--- src/rtl/collision_scan.sv ---
// collision_scan
//   Per-frame bullet/enemy collision scanner. A start request taken in IDLE
//   snapshots every bullet and enemy slot. The scanner then tests one
//   bullet/enemy pair per clock in bullet-major order. Each hit produces a
//   one-cycle updateScore pulse and marks the bullet and the enemy as
//   destroyed. A bullet or an enemy can be destroyed at most once per scan.
//
// Ports
//   clk          in   system clock
//   reset        in   synchronous, active-high reset
//   start        in   scan request, only honoured in IDLE
//   bullet_x/y   in   packed bullet coordinates, slot i at [i*W +: W]
//   bullet_valid in   live-bullet mask
//   enemy_x/y    in   packed enemy coordinates, slot j at [j*W +: W]
//   enemy_valid  in   live-enemy mask
//   busy         out  high while in SCAN or DONE
//   updateScore  out  one-cycle pulse per hit
//   done         out  one-cycle pulse at scan completion
//   bullet_kill  out  bullets destroyed by the last scan
//   enemy_kill   out  enemies destroyed by the last scan
//   hit_count    out  hits in the last scan, saturating at 255
//
// state | meaning
// ------+------------------------------------------------------------
// IDLE  | waiting for start; results of the previous scan are held
// SCAN  | evaluating pair k = i*NE + j against the snapshot
// DONE  | one-cycle done pulse, then back to IDLE
module collision_scan #(
  parameter int NB    = 4,
  parameter int NE    = 4,
  parameter int XW    = 8,
  parameter int YW    = 7,
  parameter int HIT_W = 4
) (
  input  logic             clk,
  input  logic             reset,
  input  logic             start,
  input  logic [NB*XW-1:0] bullet_x,
  input  logic [NB*YW-1:0] bullet_y,
  input  logic [NB-1:0]    bullet_valid,
  input  logic [NE*XW-1:0] enemy_x,
  input  logic [NE*YW-1:0] enemy_y,
  input  logic [NE-1:0]    enemy_valid,
  output logic             busy,
  output logic             updateScore,
  output logic             done,
  output logic [NB-1:0]    bullet_kill,
  output logic [NE-1:0]    enemy_kill,
  output logic [7:0]       hit_count
);

  localparam int NP  = NB * NE;
  localparam int KW  = (NP > 1) ? $clog2(NP) : 1;
  localparam int IW  = (NB > 1) ? $clog2(NB) : 1;
  localparam int JW  = (NE > 1) ? $clog2(NE) : 1;
  localparam int XW1 = XW + 1;
  localparam int YW1 = YW + 1;

  localparam logic [1:0] IDLE = 2'd0;
  localparam logic [1:0] SCAN = 2'd1;
  localparam logic [1:0] DONE = 2'd2;

  localparam logic [KW-1:0]  K_LAST  = KW'(NP - 1);
  localparam logic [JW-1:0]  J_LAST  = JW'(NE - 1);
  localparam logic [XW1-1:0] HIT_X   = XW1'(HIT_W);
  localparam logic [YW1-1:0] HIT_Y   = YW1'(HIT_W);

  logic [1:0]       state;
  logic [KW-1:0]    k;
  // i and j are tracked as separate counters so that no divider is needed
  // for k / NE and k mod NE.
  logic [IW-1:0]    bi;
  logic [JW-1:0]    ej;

  logic [NB*XW-1:0] snap_bx;
  logic [NB*YW-1:0] snap_by;
  logic [NB-1:0]    snap_bv;
  logic [NE*XW-1:0] snap_ex;
  logic [NE*YW-1:0] snap_ey;
  logic [NE-1:0]    snap_ev;

  logic [XW-1:0]    arr_bx [NB];
  logic [YW-1:0]    arr_by [NB];
  logic [XW-1:0]    arr_ex [NE];
  logic [YW-1:0]    arr_ey [NE];

  genvar gi;
  generate
    for (gi = 0; gi < NB; gi++) begin : g_bunpack
      assign arr_bx[gi] = snap_bx[gi*XW +: XW];
      assign arr_by[gi] = snap_by[gi*YW +: YW];
    end
    for (gi = 0; gi < NE; gi++) begin : g_eunpack
      assign arr_ex[gi] = snap_ex[gi*XW +: XW];
      assign arr_ey[gi] = snap_ey[gi*YW +: YW];
    end
  endgenerate

  logic [XW-1:0]  cur_bx, cur_ex;
  logic [YW-1:0]  cur_by, cur_ey;
  logic [XW1-1:0] dx, adx;
  logic [YW1-1:0] dy, ady;
  logic           near;
  logic           hit;

  // Zero-extended subtraction gives the signed difference with no
  // wrap-around: x = 0 and x = 255 really are 255 apart.
  always_comb begin
    cur_bx = arr_bx[bi];
    cur_by = arr_by[bi];
    cur_ex = arr_ex[ej];
    cur_ey = arr_ey[ej];
    dx     = {1'b0, cur_bx} - {1'b0, cur_ex};
    dy     = {1'b0, cur_by} - {1'b0, cur_ey};
    adx    = dx[XW] ? (~dx + XW1'(1)) : dx;
    ady    = dy[YW] ? (~dy + YW1'(1)) : dy;
    near   = (adx < HIT_X) && (ady < HIT_Y);
    hit    = (state == SCAN) && snap_bv[bi] && snap_ev[ej] &&
             !bullet_kill[bi] && !enemy_kill[ej] && near;
  end

  assign busy = (state == SCAN) || (state == DONE);

  always_ff @(posedge clk) begin
    if (reset) begin
      state       <= IDLE;
      k           <= '0;
      bi          <= '0;
      ej          <= '0;
      updateScore <= 1'b0;
      done        <= 1'b0;
      bullet_kill <= '0;
      enemy_kill  <= '0;
      hit_count   <= '0;
      snap_bx     <= '0;
      snap_by     <= '0;
      snap_bv     <= '0;
      snap_ex     <= '0;
      snap_ey     <= '0;
      snap_ev     <= '0;
    end else begin
      case (state)
        IDLE: begin
          updateScore <= 1'b0;
          done        <= 1'b0;
          if (start) begin
            snap_bx     <= bullet_x;
            snap_by     <= bullet_y;
            snap_bv     <= bullet_valid;
            snap_ex     <= enemy_x;
            snap_ey     <= enemy_y;
            snap_ev     <= enemy_valid;
            bullet_kill <= '0;
            enemy_kill  <= '0;
            hit_count   <= '0;
            k           <= '0;
            bi          <= '0;
            ej          <= '0;
            state       <= SCAN;
          end
        end

        SCAN: begin
          updateScore <= hit;
          if (hit) begin
            bullet_kill[bi] <= 1'b1;
            enemy_kill[ej]  <= 1'b1;
            if (hit_count != 8'hFF) begin
              hit_count <= hit_count + 8'd1;
            end
          end
          if (k == K_LAST) begin
            done  <= 1'b1;
            state <= DONE;
          end else begin
            k <= k + KW'(1);
            if (ej == J_LAST) begin
              ej <= '0;
              bi <= bi + IW'(1);
            end else begin
              ej <= ej + JW'(1);
            end
          end
        end

        DONE: begin
          updateScore <= 1'b0;
          done        <= 1'b0;
          state       <= IDLE;
        end

        default: begin
          updateScore <= 1'b0;
          done        <= 1'b0;
          state       <= IDLE;
        end
      endcase
    end
  end

endmodule
--- config.mk ---
export PLATFORM = sky130hd
export DESIGN_NAME = collision_scan
export DESIGN_NICKNAME = d
export VERILOG_FILES = /design/src/rtl/collision_scan.sv
export SDC_FILE = /design/constraint.sdc
export NUM_CORES = 1
export LEC_CHECK = 0
export BUFFER_PORTS_ARGS = -buffer_cell sky130_fd_sc_hd__buf_4
export CORE_MARGIN = 1.5
export CORE_UTILIZATION = 35
export CTS_CLUSTER_SIZE = 16
export DETAILED_ROUTE_END_ITERATION = 12
export HOLD_SLACK_MARGIN = 0.02
export PLACE_DENSITY = 0.65
export SLEW_MARGIN = 25
export SYNTH_ARGS = -nofsm -noshare
export SYNTH_HDL_FRONTEND = slang
export SYNTH_SLANG_ARGS = --single-unit
--- constraint.sdc ---
create_clock -name clk -period 5.05 [get_ports clk]
set_input_delay 0.505 -clock clk [delete_from_list [all_inputs] [get_ports clk]]
set_output_delay 0.505 -clock clk [all_outputs]
set_load 0.02 [all_outputs]
==> impl_metrics.toml <==
[grt]
grt_max_degree = 77
grt_overflow = 0
antenna_found_initial = 1
grt_usage = 0.182
grt_pass1_wl_um = 30800
grt_pass1_vias = 6035

[place]
post-dp-hpwl_um = 14400
gp_congestion = 0.844
portBuffers = 149
postPlaceCellArea_mm2 = 0.00857
dp_cells = 1235

[final_layout]
final_cell_mix = "nand2_1, buf_4, dfxtp_1"
finalInstanceArea_mm2 = 0.00914
layout_commonest_cell = "nand2_1"
finish.net_count = 1144
stdcell_count = 1268
drive_above_1_share = 0.225
syn_to_final_growth_pct = 25.5

[clock_tree]
cts_hold_buffers = 0
cts-buffers-inserted = 17
max-clock-path-buffers = 2
clk-insertion-delay-late_ps = 430
cts.clk_slew.worst_paths_ps = 60
cts.htree.levels = 4
cts_resized = 0
cts_root_buffer = "clkbuf_16"
cts_tree = "built"
clock_sinks = 156
cts_setup_buffers = 0

[worst_setup_path]
crit_chain = "buf_4 > mux4_2 > ha_1 > inv_1 > fa_1 > xnor2_1 > a2111oi_0 > nand3_1 > nor4b_1 > nor3_1 > a211oi_2 > and3_1 > a22o_1"
crit_path_top_delay_cell = "dfxtp_1"
crit_required_ps = 5410
crit_path_start_kind = "flop"
critPathMaxStageDelay_ps = 850
worstSetupEndpointType = "flop"
crit_fanout = 17
crit_type = "flop to flop"
cp_data_arrival_time_ps = 4700

[synthesis]
synth.top_cell.area_share = 0.429
ys.flop_type = "dfxtp_1"
synth_edf_count = 0
synth_cell_types = 57
synth.area.top_cells = "dfxtp_1, nand2_1, a21oi_1"
async_reset_ff_frac = 0
syn_inst = 867
yosys_warnings = 0
synth_top_area_cell = "dfxtp_1"
ys_seq_area_frac = 0.429
synth_fp_nets = 1027
syn_avg_cell_area_um2 = 8.40
synth-seq-cells = 156
netlist_area_mm2 = 0.00728

[floorplanning]
fp.dieH_um = 147
ios = 150
start_util = 0.359
rows = 52
die_area_mm2 = 0.0217
fp.coreArea_mm2 = 0.0203
fp.dieW_um = 147

[timing]
finalSetupTns_ps = 0
clock.fmax_mhz = 231
rsz0062_at_grt = "no"
worst_slew_pin_slew_ps = 902
min_period_ps = 4340
hold_viol = 0
slew_headroom = 0.398
skew_ps = 14.5
setup_viol = 0
timing.final.crit_share = 0.859
final_max_slew_viol_count = 0

[drt]
finalWirelength_um = 19600
wire_per_inst_um = 15.4
detail-route-antenna-nets = 0
drc = 0
via_per_inst = 5.06
drtIter0Drc = 378
num_vias = 6414
firstDrtPassIters = 5

[worst_hold_path]
hold_class = "primary input to flop"

[pwr]
power_leakage_nw = 3.67
p_per_area_mw_per_mm2 = 337
ir_worst_vdd_mv = 0.246

[job]
drv_cap = 0

[status]
status = "complete, no violations"
## through the flow
stage | total power, W | setup slack [ps] | hold slack [ps] | util
6_report | 0.00308 | 713 | 323 | 0.450
5_1_grt | 0.00321 | 228 | 316 | 0.450
4_1_cts | 0.00309 | 683 | 312 | 0.450
3_5_place_dp | 0.00187 | 726 | 447 | 0.422
3_3_place_gp | 0.00186 | 851 | 440 | 0.422
2_1_floorplan | 0.00170 | 604 | 432 | -
## synthesized netlist by cell type (all sizes together), types with 5 or more instances
| library cell | n |
|---|---|
| nor2 | 19 |
| o21ai | 12 |
| buf | 10 |
| xnor2 | 9 |
| nand2 | 273 |
| and3 | 7 |
| inv | 32 |
| a21oi | 144 |
| a21o | 5 |
| clkbuf | 49 |
| a22o | 8 |
| nand3 | 10 |
| ha | 27 |
| mux4 | 31 |
| nand2b | 10 |
| a211oi | 6 |
| dfxtp | 156 |
| nand4 | 6 |
## critical path, delay by kind of cell (launching register included)
kind	cells	cell delay, ps
buffers and inverters	2	400
muxes	1	520
AOI/OAI and AO/OA	3	940
adders and majority gates	2	420
xor gates and xnor gates	1	100
and+or+nand+nor	4	1050
DFF	1	850
## layer usage
| layer | vias up | track usage | part of all wire |
|---|---|---|---|
| li1 | 3199 | - | - |
| met1 | 3013 | 0.237 | 0.45 |
| met2 | 177 | 0.291 | 0.48 |
| met3 | 25 | 0.0422 | 0.056 |
| met4 | 0 | 0.0715 | 0.022 |
| met5 | - | 0 | 0 |
## power by group
| part | internal [W] | leakage, nW | switching (W) |
|---|---|---|---|
| Combinational | 0.000223 | 2.14 | 0.000280 |
| Sequential | 0.00130 | 1.28 | 0.0000427 |
| Clock | 0.000727 | 0.253 | 0.000503 |
## state kept, by name, indices dropped and copies added, names as in the netlist, 2 cells and up
name,count
ej,2
bullet_kill,4
snap_bx,32
snap_ex,32
snap_ev,4
bi,2
enemy_kill,4
snap_bv,4
state,2
snap_by,28
snap_ey,28
hit_count,8
k,4
## layout make-up
type | count | area, µm²
fill | 2028 | 11200
clock inverter | 10 | 119
sequential | 156 | 3120
inverter | 32 | 120
antenna | 1 | 2.50
clock buffer | 22 | 444
timing repair buffer | 157 | 1180
multi-input combinational | 620 | 3810
tap | 270 | 338
## final timing paths
path	from	end	slack [ps]	depth (start not counted)
worst max-delay path	ej[0]$_SDFFE_PP0P_	bullet_kill[0]$_SDFFE_PP0P_	710	13
worst min-delay path	enemy_y[22]	snap_ey[22]$_SDFFE_PP0P_	320	3
worst max register to register	ej[0]$_SDFFE_PP0P_	bullet_kill[0]$_SDFFE_PP0P_	710	13
worst min register to register	snap_by[20]$_SDFFE_PP0P_	snap_by[20]$_SDFFE_PP0P_	450	2
## cells by family (layout without fill, tap and decap cells)
| logic type | Yosys count | after routing | share of synthesized area |
|---|---|---|---|
| AND/OR/NAND/NOR | 343 | 343 | 0.194 |
| flip-flops | 156 | 156 | 0.429 |
| multiplexers | 33 | 33 | 0.0986 |
| XOR/XNOR | 12 | 12 | 0.0144 |
| adder cells (fa/ha/maj) | 29 | 29 | 0.0519 |
| other | 0 | 1 | 0 |
| AO/OA/AOI/OAI | 203 | 203 | 0.164 |
| buffers and inverters | 91 | 221 | 0.0486 |
No activity file was read; power rests on OpenSTA's default activity.
